--- src/rtl/boot_pkg.sv ---
// Shared definitions for the boot loaders: loader state encoding, stream
// framing constants and the length-bound helper.
package boot_pkg;

  typedef enum logic [2:0] {
    ST_LEN_HI,
    ST_LEN_LO,
    ST_DATA,
    ST_CSUM,
    ST_DONE,
    ST_ERR
  } boot_state_e;

  localparam int unsigned BOOT_LEN_BYTES  = 2;
  localparam int unsigned BOOT_WORD_BYTES = 4;

  // True when a requested word count does not fit a 2^addr_w word memory.
  function automatic logic len_overflow(input logic [8*BOOT_LEN_BYTES-1:0] n,
                                        input int unsigned addr_w);
    return 32'(n) > (32'd1 << addr_w);
  endfunction

endpackage

--- src/rtl/boot_word_packer.sv ---
// Byte-to-word packer: collects BOOT_WORD_BYTES bytes MSB first.
// Ports:
//   clk_i, rst_i   clock, synchronous active-high reset
//   byte_en_i      a byte is consumed this cycle
//   byte_i         the byte being consumed
//   word_valid_o   high in the cycle the final byte of a word is consumed
//   word_o         assembled word, valid together with word_valid_o
// The completion outputs are combinational so the consumer can register the
// write in the same edge that takes the last byte.
module boot_word_packer
  import boot_pkg::*;
(
  input  logic        clk_i,
  input  logic        rst_i,
  input  logic        byte_en_i,
  input  logic [7:0]  byte_i,
  output logic        word_valid_o,
  output logic [31:0] word_o
);

  localparam int unsigned CNT_W = $clog2(BOOT_WORD_BYTES);
  localparam int unsigned SH_W  = 8 * (BOOT_WORD_BYTES - 1);
  localparam logic [CNT_W-1:0] LAST = CNT_W'(BOOT_WORD_BYTES - 1);

  logic [CNT_W-1:0] cnt_q, cnt_d;
  logic [SH_W-1:0]  sh_q, sh_d;

  always_comb begin
    cnt_d = cnt_q;
    sh_d  = sh_q;
    if (byte_en_i) begin
      cnt_d = (cnt_q == LAST) ? '0 : cnt_q + CNT_W'(1);
      sh_d  = {sh_q[SH_W-9:0], byte_i};
    end
  end

  always_ff @(posedge clk_i) begin
    if (rst_i) begin
      cnt_q <= '0;
      sh_q  <= '0;
    end else begin
      cnt_q <= cnt_d;
      sh_q  <= sh_d;
    end
  end

  assign word_valid_o = byte_en_i && (cnt_q == LAST);
  assign word_o       = {sh_q, byte_i};

endmodule

--- src/rtl/imem_boot_loader.sv ---
// Byte-serial instruction-memory loader. Receives a big-endian 16-bit word
// count, then that many big-endian 32-bit words, writes them to imem at
// consecutive addresses from 0 and holds the CPU in reset until complete.
// Optional feature macro: BOOT_CHECKSUM_EN -- when defined, one trailing
// byte equal to the XOR of all payload bytes is required; a mismatch
// ends in the error state.
// Ports:
//   clk, rst                     clock, synchronous active-high reset
//   byte_valid/byte_data/byte_ready  byte stream handshake
//   imem_we/imem_addr/imem_wdata registered one-cycle write port
//   cpu_rst                      CPU reset, released with done
//   done, err                    sticky completion / failure flags
//   words_loaded                 count of words written so far
module imem_boot_loader
  import boot_pkg::*;
#(
  parameter int unsigned ADDR_W = 8
) (
  input  logic              clk,
  input  logic              rst,
  input  logic              byte_valid,
  input  logic [7:0]        byte_data,
  output logic              byte_ready,
  output logic              imem_we,
  output logic [ADDR_W-1:0] imem_addr,
  output logic [31:0]       imem_wdata,
  output logic              cpu_rst,
  output logic              done,
  output logic              err,
  output logic [ADDR_W:0]   words_loaded
);

  boot_state_e       state_q;
  logic [7:0]        len_hi_q;
  logic [ADDR_W:0]   len_q;
  logic [ADDR_W:0]   words_q;
  logic [ADDR_W:0]   words_nxt;
  logic              byte_ready_q, we_q, cpu_rst_q, done_q, err_q;
  logic [ADDR_W-1:0] addr_q;
  logic [31:0]       wdata_q;
`ifdef BOOT_CHECKSUM_EN
  logic [7:0]        xor_q;
`endif

  logic                        accept;
  logic [8*BOOT_LEN_BYTES-1:0] n_full;
  logic                        word_valid;
  logic [31:0]                 word;

  assign accept    = byte_valid && byte_ready_q;
  assign n_full    = {len_hi_q, byte_data};
  assign words_nxt = words_q + (ADDR_W+1)'(1);

  boot_word_packer u_packer (
    .clk_i        (clk),
    .rst_i        (rst),
    .byte_en_i    (accept && (state_q == ST_DATA)),
    .byte_i       (byte_data),
    .word_valid_o (word_valid),
    .word_o       (word)
  );

  always_ff @(posedge clk) begin
    if (rst) begin
      state_q      <= ST_LEN_HI;
      len_hi_q     <= '0;
      len_q        <= '0;
      words_q      <= '0;
      byte_ready_q <= 1'b1;
      we_q         <= 1'b0;
      cpu_rst_q    <= 1'b1;
      done_q       <= 1'b0;
      err_q        <= 1'b0;
      addr_q       <= '0;
      wdata_q      <= '0;
`ifdef BOOT_CHECKSUM_EN
      xor_q        <= '0;
`endif
    end else begin
      we_q <= 1'b0;
      case (state_q)
        ST_LEN_HI: begin
          if (accept) begin
            len_hi_q <= byte_data;
            state_q  <= ST_LEN_LO;
          end
        end
        ST_LEN_LO: begin
          if (accept) begin
            if (len_overflow(n_full, ADDR_W)) begin
              state_q      <= ST_ERR;
              err_q        <= 1'b1;
              byte_ready_q <= 1'b0;
            end else if (n_full == '0) begin
`ifdef BOOT_CHECKSUM_EN
              state_q      <= ST_CSUM;
`else
              state_q      <= ST_DONE;
              done_q       <= 1'b1;
              cpu_rst_q    <= 1'b0;
              byte_ready_q <= 1'b0;
`endif
            end else begin
              len_q   <= (ADDR_W+1)'(n_full);
              state_q <= ST_DATA;
            end
          end
        end
        ST_DATA: begin
          if (accept) begin
`ifdef BOOT_CHECKSUM_EN
            xor_q <= xor_q ^ byte_data;
`endif
            if (word_valid) begin
              we_q    <= 1'b1;
              addr_q  <= words_q[ADDR_W-1:0];
              wdata_q <= word;
              words_q <= words_nxt;
              if (words_nxt == len_q) begin
`ifdef BOOT_CHECKSUM_EN
                state_q      <= ST_CSUM;
`else
                // done follows one cycle later, from the DONE state
                state_q      <= ST_DONE;
                byte_ready_q <= 1'b0;
`endif
              end
            end
          end
        end
`ifdef BOOT_CHECKSUM_EN
        ST_CSUM: begin
          if (accept) begin
            byte_ready_q <= 1'b0;
            if (byte_data == xor_q) begin
              state_q   <= ST_DONE;
              done_q    <= 1'b1;
              cpu_rst_q <= 1'b0;
            end else begin
              state_q <= ST_ERR;
              err_q   <= 1'b1;
            end
          end
        end
`endif
        ST_DONE: begin
          done_q       <= 1'b1;
          cpu_rst_q    <= 1'b0;
          byte_ready_q <= 1'b0;
        end
        ST_ERR: begin
          byte_ready_q <= 1'b0;
        end
        default: begin
          state_q      <= ST_ERR;
          err_q        <= 1'b1;
          byte_ready_q <= 1'b0;
        end
      endcase
    end
  end

  assign byte_ready   = byte_ready_q;
  assign imem_we      = we_q;
  assign imem_addr    = addr_q;
  assign imem_wdata   = wdata_q;
  assign cpu_rst      = cpu_rst_q;
  assign done         = done_q;
  assign err          = err_q;
  assign words_loaded = words_q;

endmodule

--- config.mk ---
export PLATFORM = sky130hd
export DESIGN_NAME = imem_boot_loader
export DESIGN_NICKNAME = d
export VERILOG_FILES = /design/src/rtl/boot_pkg.sv /design/src/rtl/boot_word_packer.sv /design/src/rtl/imem_boot_loader.sv
export SDC_FILE = /design/constraint.sdc
export NUM_CORES = 1
export LEC_CHECK = 0
export CAP_MARGIN = 10
export CORE_AREA = 2 2 121 88
export DETAILED_ROUTE_END_ITERATION = 16
export DIE_AREA = 0 0 123 90
export PLACE_DENSITY_LB_ADDON = 0.1
export SYNTH_ARGS = -nofsm -noshare
export SYNTH_HDL_FRONTEND = slang
export SYNTH_SLANG_ARGS = --single-unit
--- constraint.sdc ---
create_clock -name clk -period 4.5 [get_ports clk]
set_input_delay 0.9 -clock clk [delete_from_list [all_inputs] [get_ports clk]]
set_output_delay 0.9 -clock clk [all_outputs]
set_load 0.02 [all_outputs]
# Yosys cells after proc, flatten, opt, wreduce, memory -nomap -nowiden
# Index checks and enable logic that the tools add are counted.
dict set report totals {
  register_bits 100
  input_bits 11
  output_inout_bits 54
  word_cells 81
}
dict set report classes {
  n_addsub 2
  n_lt_le_gt_ge 1
  n_eq_ne 15
  mux 27
  n_bitwise 7
  n_reduce_logical 16
}
# cell n
set op_table {}
lappend op_table {{$mux W3} 7}
lappend op_table {{$gt A16 B9 Y1 const B} 1}
lappend op_table {{$logic_not A16 Y1} 1}
lappend op_table {{$mux W1} 14}
lappend op_table {{$ne A2 B2 Y1 const B} 6}
lappend op_table {{$pmux W3 S4} 1}
lappend op_table {{$reduce_and A6 Y1} 2}
lappend op_table {{$add A9 B1 Y9 const B} 1}
lappend op_table {{$eq A9 B9 Y1} 1}
lappend op_table {{$reduce_and A4 Y1} 2}
lappend op_table {{$not A1 Y1} 7}
lappend op_table {{$eq A3 B3 Y1 const B} 2}
lappend op_table {{$pmux W1 S2} 3}
lappend op_table {{$reduce_and A3 Y1} 2}
lappend op_table {{$ne A2 B1 Y1 const B} 2}
lappend op_table {{$reduce_or A4 Y1} 1}
lappend op_table {{$eq A3 B1 Y1 const B} 1}
lappend op_table {{$eq A3 B2 Y1 const B} 1}
lappend op_table {{$logic_and A1 B1 Y1} 3}
lappend op_table {{$logic_not A3 Y1} 1}
lappend op_table {{$ne A3 B3 Y1 const B} 1}
lappend op_table {{$pmux W1 S3} 1}
lappend op_table {{$reduce_or A3 Y1} 1}
lappend op_table {{$add A2 B1 Y2 const B} 1}
lappend op_table {{other kinds (5)} 5}

# Longest topological paths before layout
dict set report depth {
  ltp_word 6
  depth_mapped 8
  ltp_nobuf 7
}

# Modules after synthesis
# From an unflattened synthesis, not the netlist that was laid out.
dict set report hier_totals {
  cells_unflattened 470
  hier_area_um2 4098.9
}
# module instances cells_per_inst area_per_inst_um2 seq_area_each_um2
set modules_own_cells {}
lappend modules_own_cells {imem_boot_loader 1 375 3096.7 1481.4}
lappend modules_own_cells {boot_word_packer 1 95 1002.2 520.5}

# Least setup slack after synthesis
# No wires, ideal clock.
dict set report synth_timing {
  path_kind {input to register}
  startpoint {in byte_data[7]}
  endpoint {reg byte_ready_q, in the netlist byte_ready}
  arrival_time_ps 2531
  setup_slack_ps 1854
  cell_stages 6
  n_path_buf 0
  path_cell_list {or4_4 > or3_1 > nand2_1 > o22a_1 > or3b_1 > a31o_1}
}
dict set report synth_via {
  elab_chain_len 4
  word_cells_on_any_way 7
  classes_between {1 x order compare; 1 x eq/ne; 3 x mux; 2 x reduce/logical}
}
# item line
set synth_lines {}
lappend synth_lines {{start, declared} imem_boot_loader.sv:22} ;# input logic [7:0] byte_data,
lappend synth_lines {{$gt A16 B9 Y1} boot_pkg.sv:20} ;# return 32'(n) > (32'd1 << addr_w);
lappend synth_lines {{$mux W1} imem_boot_loader.sv:90} ;# if (len_overflow(n_full, ADDR_W)) begin
lappend synth_lines {{$mux W1} imem_boot_loader.sv:89} ;# if (accept) begin
lappend synth_lines {{$pmux W1 S3} imem_boot_loader.sv:81} ;# case (state_q)
lappend synth_lines {{end signal, assigned} imem_boot_loader.sv:93} ;# byte_ready_q <= 1'b0;
lappend synth_lines {{end signal, assigned} imem_boot_loader.sv:101} ;# byte_ready_q <= 1'b0;
lappend synth_lines {{end signal, assigned} imem_boot_loader.sv:125} ;# byte_ready_q <= 1'b0;
lappend synth_lines {{end, declared} imem_boot_loader.sv:38} ;# logic byte_ready_q, we_q, cpu_rst_q, done_q, err_q;
# Parallel ways exist; a longest one is shown, timed or not. The select of a mux whose other input is x is not followed.
# A chain may end at the register's enable or synchronous reset.

# Worst setup path in the final report
# Same ends and word-level chain as after synthesis.

==> results.yml <==
run_status:
  status: "finished clean"
power:
  power_leakage_nw: 1.651
  p_per_area_nw_per_um2: 410.6
  ir_worst_vdd_mv: 0.1677
synth:
  synth_simple_gate_area_share_pct: 23.25
  ys_types: 40
  ys.flop_type: "dfxtp_1"
  seq_area_frac_synth_pct: 51.38
  synthAdderAreaFrac_pct: 0.8992
  avgSynthCellArea_sq_um: 8.185
  muxShareOfSynthArea_pct: 4.367
  synth_enable_flop_cells: 0
  synth_xor_area_share_pct: 4.271
  synth_top_family_by_area: "simple AND/OR/NAND/NOR gates"
  yosys.area.top_type_share_pct: 51.38
  yosys.area.top_type: "dfxtp_1"
  ys_ff_latch: 100
  synth_compound_area_share_pct: 12.14
  synth.area.top_cells: "dfxtp_1 (51%), nand2_1 (13%), a21oi_1 (9.5%), mux2i_1 (4.4%), nor2_1 (3.3%)"
  ys.warnings.count: 0
  synth_fp_nets: 489
  syn_inst: 476
  syn-cell-area_sq_um: 3896
  synthTopCellsByCount: "nand2_1 (140), dfxtp_1 (100), a21oi_1 (74), nor2_1 (34), clkbuf_1 (26)"
  synthArstFlopShare_pct: 0
  synth.most_common_cell: "nand2_1"
route:
  drt-total-wl_um: 9466
  first_pass_iters: 4
  routedWlPerCell_um: 14.30
  drc: 0
  num_vias: 3284
  ant_nets: 0
  vias_per_cell: 4.961
  drt_iter0_drc: 149
clock_tree:
  clock_latency_ns: 0.35
  cts_buffers: 9
  cts_root_buf: "clkbuf_16"
  post_cts_buffers: 0
  hold_buffers: 0
  cts.sinks: 100
  htreeDepth: 3
  clkTransAtPathRegs_ns: 0.07
  cts_tree: "done"
  cts_resized: 0
  cts.path.max_buffers: 2
sta:
  setup_ws_ns: 1.521
  setup_viol: 0
  fin_crit_sh_pct: 66.20
  fin_crit_ns: 2.979
  slew_viol_final: 0
  worst_slew_pin_slew_ns: 0.9564
  final.setup.tns_ns: 0
  fmaxAchievable_ghz: 0.3357
  hold_viol_final: 0
  finClkSkew_ns: 0.004142
  rsz0062_at_grt: "no"
  relSlewSlack_pct: 36.24
floorplan:
  die_area_sq_um: 11070
  chipHeight_um: 90
  start_util_pct: 38.93
  ios: 65
  coreArea_sq_um: 10010
  dieWidth_um: 123
  num_rows: 31
global_routing:
  grt_overflow: 0
  grt_pass1_vias: 2940
  grt_pass1_wl_um: 15260
  grtUsageTotal_pct: 17.68
  grt_max_degree: 48
  antenna_found_initial: 0
flow_run:
  drv_cap: 0
critical_path:
  r2r_cells: 7
  ff2ff_setup_slack_ns: 2.09
  end_kind: "flop"
  path_class: "input port to flop"
  r2r_start: "words_loaded[0]"
  cp.arrival_ns: 3.22
  worstReg2RegEnd: "byte_ready"
  critPathLaunchType: "input port"
  worstPathRequired_ns: 4.74
  crit_fanout: 5
min_path:
  min_to: "done"
  min_path_type: "flop to flop"
  hp-start: "done"
  min_path_cells: 2
finish:
  fillCellCount: 1001
  antenna_cells: 0
  final_util_pct: 49.39
  syn_to_final_growth_pct: 26.85
  layout-drive-gt1-share_pct: 5.283
  fin_nets: 538
placement:
  portBuffers: 64
  place_congestion: 0.8260
  dp_slack_ns: 1.200
  hpwl_um: 6363
## cell type report
cell class                 count  area [sq um]  share of cell area, %
clock buffer                  10         229.0                  4.633
clock inverter                 6         88.84                  1.797
inverter                       3         11.26                 0.2278
multi-input combinational    339          1750                  35.42
sequential                   100          2002                  40.51
tap                          132         165.2                  3.342
timing repair buffer          72         695.7                  14.08
## report_power, final
group	leakage [nW]	internal (mW)	switching (mW)
Combinational	0.695	0.110	0.134
Clock	0.149	0.487	0.336
Sequential	0.807	0.925	0.0374
## state kept, by name, indices dropped and copies added (netlist names)
signal and cells:
u_packer.cnt_q 2, imem_we 1, len_q 9, err 1, imem_wdata 32, byte_ready 1
words_loaded 9, state_q 3, u_packer.sh_q 24, len_hi_q 8, cpu_rst 1, imem_addr 8
done 1
## how the worst max path moves through the flow
stage | from | end | slack, ns
after detailed placement | byte_data[7] | byte_ready | 1.20
after CTS | byte_data[7] | byte_ready | 1.55
after floorplan | byte_data[7] | byte_ready | 1.85
final | byte_data[7] | byte_ready | 1.52
after global routing | byte_data[0] | len_q[0] | 1.43
after global placement | byte_data[7] | byte_ready | 1.26
## routing by layer
layer	track usage, %	part of all wire [%]
met5	0	0
met4	5.398	0.87
met3	5.393	6.6
met2	23.80	41
met1	26.67	51
## through the flow
step | instances | total power, mW | area [sq um] | hold slack [ns]
after floorplan | 476 | 1.145 | 3896 | 0.4321
after global placement | 646 | 1.219 | 4624 | 0.4342
after detailed placement | 646 | 1.223 | 4624 | 0.4394
after CTS | 662 | 2.050 | 4942 | 0.4501
after global routing | 662 | 2.112 | 4942 | 0.4715
final | 662 | 2.029 | 4942 | 0.4455
## cell usage in the layout (no fill, tap or decap), types with 3 or more instances in the layout
master and instances:
a21oi_1 74, and4_1 3, buf_4 8, clkbuf_16 9, clkdlybuf4s50_1 63, dfxtp_1 100, inv_1 3, mux2i_1 17
nand2_1 140, nand3_1 7, nand4_1 3, nor2_1 34, nor3_1 6, o21ai_0 4, xnor2_1 11, xor2_1 8
## critical path: stages
cell and delay (ns):
clkdlybuf4s50_1 0.52, or4_4 0.59, or3_1 0.36, nand2_1 0.11, o22a_1 0.19, or3b_1 0.36, a31o_1 0.21
## cell families after synthesis
| family | Yosys count |
|---|---|
| fa+ha+maj | 3 |
| flops | 100 |
| mux | 17 |
| compound gates | 88 |
| buf+inv | 37 |
| simple gates | 212 |
| xor+xnor | 19 |
Power figures use the tool's default switching activity.
==> patch (same settings) <==
Set the parameter `ADDR_W` to 7 (it was 8).
--- a/src/rtl/imem_boot_loader.sv
+++ b/src/rtl/imem_boot_loader.sv
@@ -14,7 +14,7 @@
 module imem_boot_loader
   import boot_pkg::*;
 #(
-  parameter int unsigned ADDR_W = 8
+  parameter int unsigned ADDR_W = 7
 ) (
   input  logic              clk,
   input  logic              rst,
Ports: changed (resized imem_addr and words_loaded); port bits go from 65 to 63. The function was not compared with the original's and may differ.
==> patch against the original RTL <==
- routed wire length down 1.2%
- synthesized area down 3.6%
- critical path depth down 2
- sequential share of layout area up 0.45 points
- setup slack better by 0.064 ns
- sequential cell count down 3
- design area down 4.1%
- critical endpoint is now words_loaded[5]$_SDFFE_PP0P_
Power is not compared: it rests on default switching activity, and its combinational part moved more than twofold at a synthesized area within 25%.
==> patch: results <==
[run_status]
run_status = "complete, no violations"

[setup_path]
stage_delay_of_the_slowest_cell_on_the_critical_path_ns = 0.65
reg2reg_setup_slack_ns = 2.06
critical_path_peak_fanout = 25
worst_path_dominant_cell_family = "simple AND/OR/NAND/NOR gates"
crit_start = "byte_valid"
worst_endpoint_data_arrival_time_ns = 3.19
rr_worst_depth = 5
cp_slowest_cell = "or4_1"

[yosys]
yosysSeqAreaShare_pct = 51.7
synth.top_cells.by_area = "dfxtp_1, nand2_1, a21oi_1"
ys.warnings.count = 0
netlist_top_cells_count = "nand2_1, dfxtp_1, a21oi_1"
postSynthNetCount = 481

[route]
drtIter0Drc = 202
routed-via-count = 3230
routedWlPerCell_um = 14.4

[finish]
layout.filler_cells = 1025
nNetsFinal = 527
drive_gt1_share_pct = 4.63

[global_route]
via_count_of_the_first_global_routing_pass = 2949
grt_first_pass_wirelength_mm = 15.5
largest_net_degree_at_the_start_of_global_routing = 45
groute.usage.overall_pct = 17.9

[placed_design]
post-dp-hpwl_mm = 6.26
placedInstanceArea_mm2 = 0.00445
port-buffer-count = 62
place.gp.congestion = 0.795

[sta]
fin_worst_skew_ns = 0.00696
timing_worst_slew_pin_value_ns = 0.891
hold-worst-slack_ns = 0.449

[hold_path]
holdPathEnd = "done$_SDFFE_PP0P_"
hp-start = "done$_SDFFE_PP0P_"
hold_depth = 2

[clocking]
tritoncts_num_sinks = 97
[patch: stage by stage]
| step | total power [uW] | std cells | setup slack (ns) |
|---|---|---|---|
| after global routing | 1830 | 650 | 1.42 |
| after CTS | 1780 | 650 | 1.59 |
| after detailed placement | 1030 | 635 | 1.23 |
| after floorplan | 988 | 468 | 2.05 |
| final | 1760 | 650 | 1.58 |
| after global placement | 1030 | 635 | 1.26 |
[patch: worst max-delay path by stage]
stage	endpoint	slack [ns]	cells past startpoint
after global placement	words_loaded[5]$_SDFFE_PP0P_	1.26	5
after global routing	words_loaded[5]$_SDFFE_PP0P_	1.42	5
final	words_loaded[5]$_SDFFE_PP0P_	1.58	5
after floorplan	len_q[7]$_SDFFE_PP0P_	2.05	6
after detailed placement	words_loaded[5]$_SDFFE_PP0P_	1.23	5
after CTS	words_loaded[5]$_SDFFE_PP0P_	1.59	5
[patch: power groups by stage]
stage,registers (uW),clock network (uW),logic [uW]
finish,890,744,121
global route,893,807,134
CTS,890,768,121
detailed placement,910,0,121
global placement,910,0,119
floorplan,908,0,79.5
[patch: final cells by class]
class                   instances  area, um2  share of cell area [%]
flip-flops and latches         97       1940                    41.0
multi-input cells             334       1670                    35.3
repair buffers                 68        661                    13.9
clock buffers                  10        229                    4.83
well taps                     132        165                    3.48
clock inverters                 5       57.6                    1.21
inverters                       4       15.0                   0.317
[patch: metal layers]
layer	track usage, %	share of wire (%)	vias to the layer above	routed length [um]
met3	6.22	5.4	5	507
met4	4.64	0.78	0	73
met5	0	0	-	0
met1	26.7	53	1488	4920
met2	24.4	41	77	3850
li1	-	-	1660	-
[patch: logic make-up after synthesis]
family,synth area share (%)
AOI/OAI and AO/OA,15.0
xor gates and xnor gates,2.56
adders and majority gates,0.666
buffers and inverters,3.93
DFF,51.7
muxes,2.13
and+or+nand+nor,24.0
